File: config.mk
export PLATFORM = sky130hd
export DESIGN_NAME = sdram_arbiter_rr_flat
export DESIGN_NICKNAME = d
export VERILOG_FILES = /design/src/rtl/sdram_arbiter_rr_if.sv /design/src/rtl/sdram_arbiter_rr.sv /design/src/flat_wrapper.sv
export SDC_FILE = /design/constraint.sdc
export NUM_CORES = 1
export LEC_CHECK = 0
export BUFFER_PORTS_ARGS = -buffer_cell sky130_fd_sc_hd__buf_4
export CORE_AREA = 5 5 95 97
export DETAILED_ROUTE_END_ITERATION = 12
export DIE_AREA = 0 0 100 102
export PLACE_DENSITY_LB_ADDON = 0.15
export SLEW_MARGIN = 20
export SYNTH_ARGS = -nofsm -noshare
export SYNTH_HDL_FRONTEND = slang
export SYNTH_SLANG_ARGS = --single-unit
File: constraint.sdc
create_clock -name clkSYS -period 7.65 [get_ports clkSYS]
set_clock_uncertainty 0.2 [all_clocks]
set_input_delay 0 -clock clkSYS [delete_from_list [all_inputs] [get_ports clkSYS]]
set_output_delay 0 -clock clkSYS [all_outputs]
set_load 0.01 [all_outputs]
File: src/rtl/sdram_arbiter_rr_if.sv
// Requester-side and memory-side signals of the SDRAM round-robin arbiter.
// slave = arbiter view, master = requesters plus memory controller view.
interface sdram_arbiter_rr_if #(
  parameter int N  = 4,
  parameter int AW = 24,
  parameter int DW = 16
);
  localparam int IW = (N > 1) ? $clog2(N) : 1;

  logic [N-1:0]    req;
  logic [N-1:0]    ack;
  logic [N*AW-1:0] addr;
  logic [N*DW-1:0] data;
  logic [N-1:0]    wr;
  logic [N-1:0]    rvalid;
  logic [DW-1:0]   rdata;
  logic            mem_req;
  logic            mem_ack;
  logic [AW-1:0]   mem_addr;
  logic [DW-1:0]   mem_data;
  logic            mem_wr;
  logic            mem_rvalid;
  logic [DW-1:0]   mem_rdata;
  logic [IW-1:0]   gnt_id;
  logic            err;

  modport slave (
    input  req, addr, data, wr, mem_ack, mem_rvalid, mem_rdata,
    output ack, rvalid, rdata, mem_req, mem_addr, mem_data, mem_wr, gnt_id, err
  );

  modport master (
    output req, addr, data, wr, mem_ack, mem_rvalid, mem_rdata,
    input  ack, rvalid, rdata, mem_req, mem_addr, mem_data, mem_wr, gnt_id, err
  );
endinterface

File: src/rtl/sdram_arbiter_rr.sv
// Round-robin SDRAM port arbiter with bounded bursts and in-order read-return routing via an ID FIFO.
// Grant one cycle after req, ack same cycle as mem_ack; reads stall when OUTSTD are in flight. SDRAM_ARB_PRIO0_EN: requester 0 fixed priority.
module sdram_arbiter_rr #(
  parameter int N      = 4,
  parameter int AW     = 24,
  parameter int DW     = 16,
  parameter int BURST  = 4,
  parameter int OUTSTD = 4
) (
  input  logic               clkSYS,
  input  logic               reset,
  sdram_arbiter_rr_if.slave  bus
);
  localparam int IW = (N > 1) ? $clog2(N) : 1;
  localparam int CW = $clog2(BURST + 1);
  localparam int PW = (OUTSTD > 1) ? $clog2(OUTSTD) : 1;
  localparam int QW = $clog2(OUTSTD + 1);
  localparam logic [CW-1:0] BMAX   = CW'(BURST - 1);
  localparam logic [QW-1:0] QFULL  = QW'(OUTSTD);
  localparam logic [IW-1:0] LASTID = IW'(N - 1);
  localparam logic [N-1:0]  ONE    = N'(1);

  typedef enum logic {S_IDLE, S_GRANT} state_t;

  state_t        r_state;
  logic          r_mem_req;
  logic [IW-1:0] r_gnt_id;
  logic [IW-1:0] r_last;
  logic [CW-1:0] r_burst_cnt;
  logic          r_prev_acked;
  logic [IW-1:0] r_fifo [OUTSTD];
  logic [PW-1:0] r_wp;
  logic [PW-1:0] r_rp;
  logic [QW-1:0] r_cnt;
  logic          r_err;

  logic          w_full;
  logic          w_empty;
  logic [N-1:0]  w_elig;
  logic          w_prio;
  logic          w_any;
  logic [IW-1:0] w_sel;
  logic [CW-1:0] w_burst_next;
  int            w_j;
  logic          w_grant;
  logic          w_push;
  logic          w_pop;

  assign w_full  = (r_cnt == QFULL);
  assign w_empty = (r_cnt == '0);
  // Reads need a free ID slot; writes never return data so they are always eligible.
  assign w_elig  = bus.req & (bus.wr | {N{~w_full}});

`ifdef SDRAM_ARB_PRIO0_EN
  assign w_prio = w_elig[0];
`else
  assign w_prio = 1'b0;
`endif

  always_comb begin
    w_sel        = r_last;
    w_burst_next = '0;
    w_any        = 1'b0;
    w_j          = 0;
    if (w_prio) begin
      w_sel = '0;
      w_any = 1'b1;
    end else if (w_elig[r_last] && (r_burst_cnt < BMAX) && r_prev_acked) begin
      w_sel        = r_last;
      w_burst_next = r_burst_cnt + CW'(1);
      w_any        = 1'b1;
    end else begin
      for (int k = 1; k <= N; k++) begin
        w_j = int'(r_last) + k;
        if (w_j >= N) w_j = w_j - N;
        if (!w_any && w_elig[IW'(w_j)]) begin
          w_sel = IW'(w_j);
          w_any = 1'b1;
        end
      end
    end
  end

  assign w_grant = (r_state == S_GRANT);
  assign w_push  = w_grant && bus.mem_ack && !bus.mem_wr;
  assign w_pop   = bus.mem_rvalid && !w_empty;

  always_ff @(posedge clkSYS) begin
    if (reset) begin
      r_state      <= S_IDLE;
      r_mem_req    <= 1'b0;
      r_gnt_id     <= '0;
      r_last       <= LASTID;
      r_burst_cnt  <= '0;
      r_prev_acked <= 1'b0;
      r_wp         <= '0;
      r_rp         <= '0;
      r_cnt        <= '0;
      r_err        <= 1'b0;
      for (int i = 0; i < OUTSTD; i++) r_fifo[i] <= '0;
    end else begin
      case (r_state)
        S_IDLE: begin
          if (w_any) begin
            r_state     <= S_GRANT;
            r_mem_req   <= 1'b1;
            r_gnt_id    <= w_sel;
            r_last      <= w_sel;
            r_burst_cnt <= w_burst_next;
          end
        end
        S_GRANT: begin
          if (bus.mem_ack) begin
            r_state      <= S_IDLE;
            r_mem_req    <= 1'b0;
            r_prev_acked <= 1'b1;
          end
        end
        default: begin
          r_state   <= S_IDLE;
          r_mem_req <= 1'b0;
        end
      endcase

      if (w_push) begin
        r_fifo[r_wp] <= r_gnt_id;
        r_wp         <= r_wp + PW'(1);
      end
      if (w_pop) r_rp <= r_rp + PW'(1);
      case ({w_push, w_pop})
        2'b10:   r_cnt <= r_cnt + QW'(1);
        2'b01:   r_cnt <= r_cnt - QW'(1);
        default: r_cnt <= r_cnt;
      endcase

      // A return with nothing outstanding means the controller and arbiter disagree.
      if (bus.mem_rvalid && w_empty) r_err <= 1'b1;
    end
  end

  assign bus.mem_req  = r_mem_req;
  assign bus.gnt_id   = r_gnt_id;
  assign bus.err      = r_err;
  assign bus.mem_addr = bus.addr[int'(r_gnt_id)*AW +: AW];
  assign bus.mem_data = bus.data[int'(r_gnt_id)*DW +: DW];
  assign bus.mem_wr   = bus.wr[r_gnt_id];
  assign bus.ack      = (w_grant && bus.mem_ack) ? (ONE << r_gnt_id) : '0;
  assign bus.rvalid   = w_pop ? (ONE << r_fifo[r_rp]) : '0;
  assign bus.rdata    = bus.mem_rdata;
endmodule

File: src/flat_wrapper.sv
// flat-port wrapper written by rule: the top's interface ports become plain ports
module sdram_arbiter_rr_flat 
#(
  parameter int N      = 4,
  parameter int AW     = 24,
  parameter int DW     = 16,
  parameter int BURST  = 4,
  parameter int OUTSTD = 4
)
  (clkSYS, reset, bus_req, bus_addr, bus_data, bus_wr, bus_mem_ack, bus_mem_rvalid, bus_mem_rdata, bus_ack, bus_rvalid, bus_rdata, bus_mem_req, bus_mem_addr, bus_mem_data, bus_mem_wr, bus_gnt_id, bus_err);
  sdram_arbiter_rr_if #(.N(N), .AW(AW), .DW(DW)) bus_i ();
  input  logic clkSYS;
  input  logic reset;
  input wire logic [$bits(bus_i.req)-1:0] bus_req;
  input wire logic [$bits(bus_i.addr)-1:0] bus_addr;
  input wire logic [$bits(bus_i.data)-1:0] bus_data;
  input wire logic [$bits(bus_i.wr)-1:0] bus_wr;
  input wire logic [$bits(bus_i.mem_ack)-1:0] bus_mem_ack;
  input wire logic [$bits(bus_i.mem_rvalid)-1:0] bus_mem_rvalid;
  input wire logic [$bits(bus_i.mem_rdata)-1:0] bus_mem_rdata;
  output wire logic [$bits(bus_i.ack)-1:0] bus_ack;
  output wire logic [$bits(bus_i.rvalid)-1:0] bus_rvalid;
  output wire logic [$bits(bus_i.rdata)-1:0] bus_rdata;
  output wire logic [$bits(bus_i.mem_req)-1:0] bus_mem_req;
  output wire logic [$bits(bus_i.mem_addr)-1:0] bus_mem_addr;
  output wire logic [$bits(bus_i.mem_data)-1:0] bus_mem_data;
  output wire logic [$bits(bus_i.mem_wr)-1:0] bus_mem_wr;
  output wire logic [$bits(bus_i.gnt_id)-1:0] bus_gnt_id;
  output wire logic [$bits(bus_i.err)-1:0] bus_err;
  assign bus_i.req = bus_req;
  assign bus_i.addr = bus_addr;
  assign bus_i.data = bus_data;
  assign bus_i.wr = bus_wr;
  assign bus_i.mem_ack = bus_mem_ack;
  assign bus_i.mem_rvalid = bus_mem_rvalid;
  assign bus_i.mem_rdata = bus_mem_rdata;
  assign bus_ack = bus_i.ack;
  assign bus_rvalid = bus_i.rvalid;
  assign bus_rdata = bus_i.rdata;
  assign bus_mem_req = bus_i.mem_req;
  assign bus_mem_addr = bus_i.mem_addr;
  assign bus_mem_data = bus_i.mem_data;
  assign bus_mem_wr = bus_i.mem_wr;
  assign bus_gnt_id = bus_i.gnt_id;
  assign bus_err = bus_i.err;
  sdram_arbiter_rr #(.N(N), .AW(AW), .DW(DW), .BURST(BURST), .OUTSTD(OUTSTD)) u_core (.clkSYS(clkSYS), .reset(reset), .bus(bus_i));
endmodule
==> out/results.txt <==
Vias in the first global route - 3001
R2R Setup Slk - 4.53 ns
Share of layout cells above drive strength 1 - 61.74%
Cell area after synthesis - 2571 µm²
Top Family by Delay on Critical Path - flip-flops
Pwr Total - 779.2 µW
Crit end category - flip-flop
CTS root buf - clkbuf_8
Tmin final - 3.122 ns
Worst EP arrival - 3.14 ns
Port Buffers - 224
Tightest Pin Transition - 0.8536 ns
Reg-to-Reg End - u_core.r_cnt[2]$_SDFFE_PP0P_
Top FF cell, synth - dfxtp_1
Total CTS buffers - 3
Remaining global-route overflow - 0
Worst hold start - bus_req[0]
DR iter-0 viols - 108
Global-route wire length before repair - 17890 µm
Cell variety after synth - 47
Initial antenna violation count - 0
Static Leak - 1.989 nW
DRT antenna net count - 0
Placer's final routability congestion estimate - 0.8820
Tot GR Track Use - 23.05%
Max clock buf depth - 2
Final Max Tran Viols - 0
Ant diodes - 0
WHS Endpoint - u_core.r_state$_SDFF_PP0_
Number of synthesized register bits - 28
R2R Path Start - u_core.bus.gnt_id[0]$_SDFFE_PP0P_
Reg clk slew, reported paths - 0.10 ns
Peak VDD IR - 0.00009212 V
Hold Crit Class - in -> reg
Die Y-Extent - 102 µm
Post-Route WL - 12310 µm
Hpwl dp - 10050 µm
Fin nets - 639
Buf/Inv on CP - 2
Most frequent cells in the layout - 225 x buf_4, 44 x mux4_2, 23 x nor2_1
Crit-path slowest cell - dfxtp_4
Most common cell after layout, fill and taps aside - buf_4
Syn_nets - 420
Synth-to-layout area growth - 74.40%
# IOs - 257
Die width - 100 µm
Unrepaired setup endpoints after global routing - false
Critical path class - reg -> reg
Post-CTS setup buffers - 0
Max FO, Critical Path - 47
Area of the multi-input gates - 1702 µm²
Critical-path cell list - mux4_2 -> nor2_1 -> inv_2 -> ha_1 -> inv_1 -> fa_1 -> xor2_1 -> or3_1 -> a21oi_1
CTS Sinks - 28
Router iterations before antenna repair - 4
Post-synth EDFFs - 8
Worst Setup Start Kind - flip-flop
Max Cap Viol - 0
Wirelength per Cell - 22.30 µm
Outcome - finished, final reports clean
DR vias/cell - 5.194
Initial Util - 31.93%
Pin count of the biggest net entering global routing - 48
Final setup viols - 0
Register area - 645.6 µm²
Setup TNS - 0 ns
F_max - 320.3 MHz
Pwr Density - 173.8 nW/µm²
PostCTS Resize Cnt - 0
Async set or reset register ratio after synthesis - 0%
Period Utilization, post-route - 40.81%
CTS tree - built
Worst r2r path cells - 9
Max stage delay on crit path - 0.91 ns
H-tree depth - 1
Rel. slew slack - 43.09%
Hold depth - 4
Vias - 2867
Fin. Hold Viols - 0
Hold-fix buffers at CTS - 20
Die area - 10200 µm²
WP data required - 7.67 ns
Drt drc - 0
Post-Syn Instances - 229
Seq/Total Area, Yosys - 24.91%
Fillers - 728
Synthesized area per cell - 11.23 µm²
Worst-Skew Late Latency - 0.28 ns
Synth warn - 0
Core ar. - 8051 µm²
Std-Cell Rows - 33
-- metal layers --
layer | GRT usage [%] | routed length [µm]
met1 | 32.28 | 5190
met2 | 38.12 | 5871
met3 | 5.256 | 1204
met4 | 2.176 | 43
met5 | 0 | 0
-- per-stage QoR --
step / cells / area [µm²] / setup slack, ns / hold WS [ns] / util, %
floorplan: 229 / 2571 / 4.992 / -0.1082 / -
global placement: 528 / 4213 / 4.560 / -0.1999 / 52.32
detailed placement: 528 / 4213 / 4.483 / -0.1999 / 52.32
CTS: 552 / 4484 / 4.456 / 0.002686 / 55.70
global route: 552 / 4484 / 4.232 / 0.03593 / 55.70
finish: 552 / 4484 / 4.528 / 0.009980 / 55.70
-- final cells by class --
class,count,area share [%]
repair buffers,245,42.13
multi-input cells,158,37.95
flip-flops and latches,28,14.40
well taps,105,2.930
inverters,12,1.004
clock buffers,3,0.9208
clock inverters,1,0.6696
-- worst max path at each step --
stage	from	end	slack (ns)	depth (start not counted)
4_1_cts	u_core.bus.gnt_id[0]$_SDFFE_PP0P_	u_core.r_cnt[2]$_SDFFE_PP0P_	4.46	9
3_5_place_dp	u_core.bus.gnt_id[0]$_SDFFE_PP0P_	u_core.r_cnt[2]$_SDFFE_PP0P_	4.48	9
2_1_floorplan	u_core.bus.gnt_id[0]$_SDFFE_PP0P_	u_core.r_cnt[2]$_SDFFE_PP0P_	4.99	10
3_3_place_gp	u_core.bus.gnt_id[0]$_SDFFE_PP0P_	u_core.r_cnt[2]$_SDFFE_PP0P_	4.56	9
6_report	u_core.bus.gnt_id[0]$_SDFFE_PP0P_	u_core.r_cnt[2]$_SDFFE_PP0P_	4.53	9
5_1_grt	u_core.bus.gnt_id[0]$_SDFFE_PP0P_	u_core.r_cnt[2]$_SDFFE_PP0P_	4.23	9
-- sequential cells by signal (all words and copies together), names as in the netlist, named ones only --
signal               cells
u_core.bus.err           1
u_core.r_fifo            8
u_core.r_wp              2
u_core.r_burst_cnt       3
u_core.r_state           1
u_core.bus.gnt_id        2
u_core.r_last            2
u_core.r_prev_acked      1
u_core.r_cnt             3
u_core.r_rp              2
u_core.bus.mem_req       1
-- where the power goes --
| part | switching, mW | internal (mW) | leakage [nW] |
|---|---|---|---|
| Sequential | 0.0473 | 0.172 | 0.248 |
| Combinational | 0.182 | 0.261 | 1.71 |
| Clock | 0.0472 | 0.0701 | 0.0357 |
-- kinds of logic after synthesis --
| group | Yosys count | share of synthesized area (%) |
|---|---|---|
| simple gates | 62 | 11.73 |
| fa+ha+maj | 3 | 1.752 |
| mux | 46 | 39.32 |
| compound gates | 39 | 10.66 |
| buf+inv | 43 | 8.905 |
| flops | 28 | 24.91 |
| xor+xnor | 8 | 2.725 |
-- worst min-delay path, delay by kind of cell --
family	cells	cell delay, ns
AO/OA/AOI/OAI	2	0.22
AND/OR/NAND/NOR	1	0.14
buffers and inverters	1	0.10
-- Yosys cell counts, types with 2 or more instances --
| cell | count | area, µm² |
|---|---|---|
| xor2_1 | 3 | 26.28 |
| o221ai_1 | 3 | 26.28 |
| clkbuf_1 | 8 | 30.03 |
| mux2i_1 | 2 | 20.02 |
| a21oi_1 | 7 | 35.03 |
| a41oi_1 | 2 | 17.52 |
| nor2b_1 | 3 | 18.77 |
| nor2_1 | 23 | 86.33 |
| nor3_1 | 6 | 30.03 |
| o21ai_0 | 7 | 35.03 |
| o21a_1 | 2 | 15.01 |
| edfxtp_1 | 8 | 240.2 |
| or4b_1 | 3 | 30.03 |
| o211a_1 | 3 | 30.03 |
| ha_1 | 2 | 25.02 |
| mux4_2 | 44 | 991.0 |
| inv_1 | 11 | 41.29 |
| dfxtp_1 | 20 | 400.4 |
| nand2_1 | 15 | 56.30 |
| xnor2_1 | 5 | 43.79 |
| nand2b_1 | 4 | 25.02 |
| buf_2 | 6 | 30.03 |
| buf_4 | 16 | 120.1 |
| a31oi_1 | 3 | 18.77 |
(Power assumes the default switching activity.)
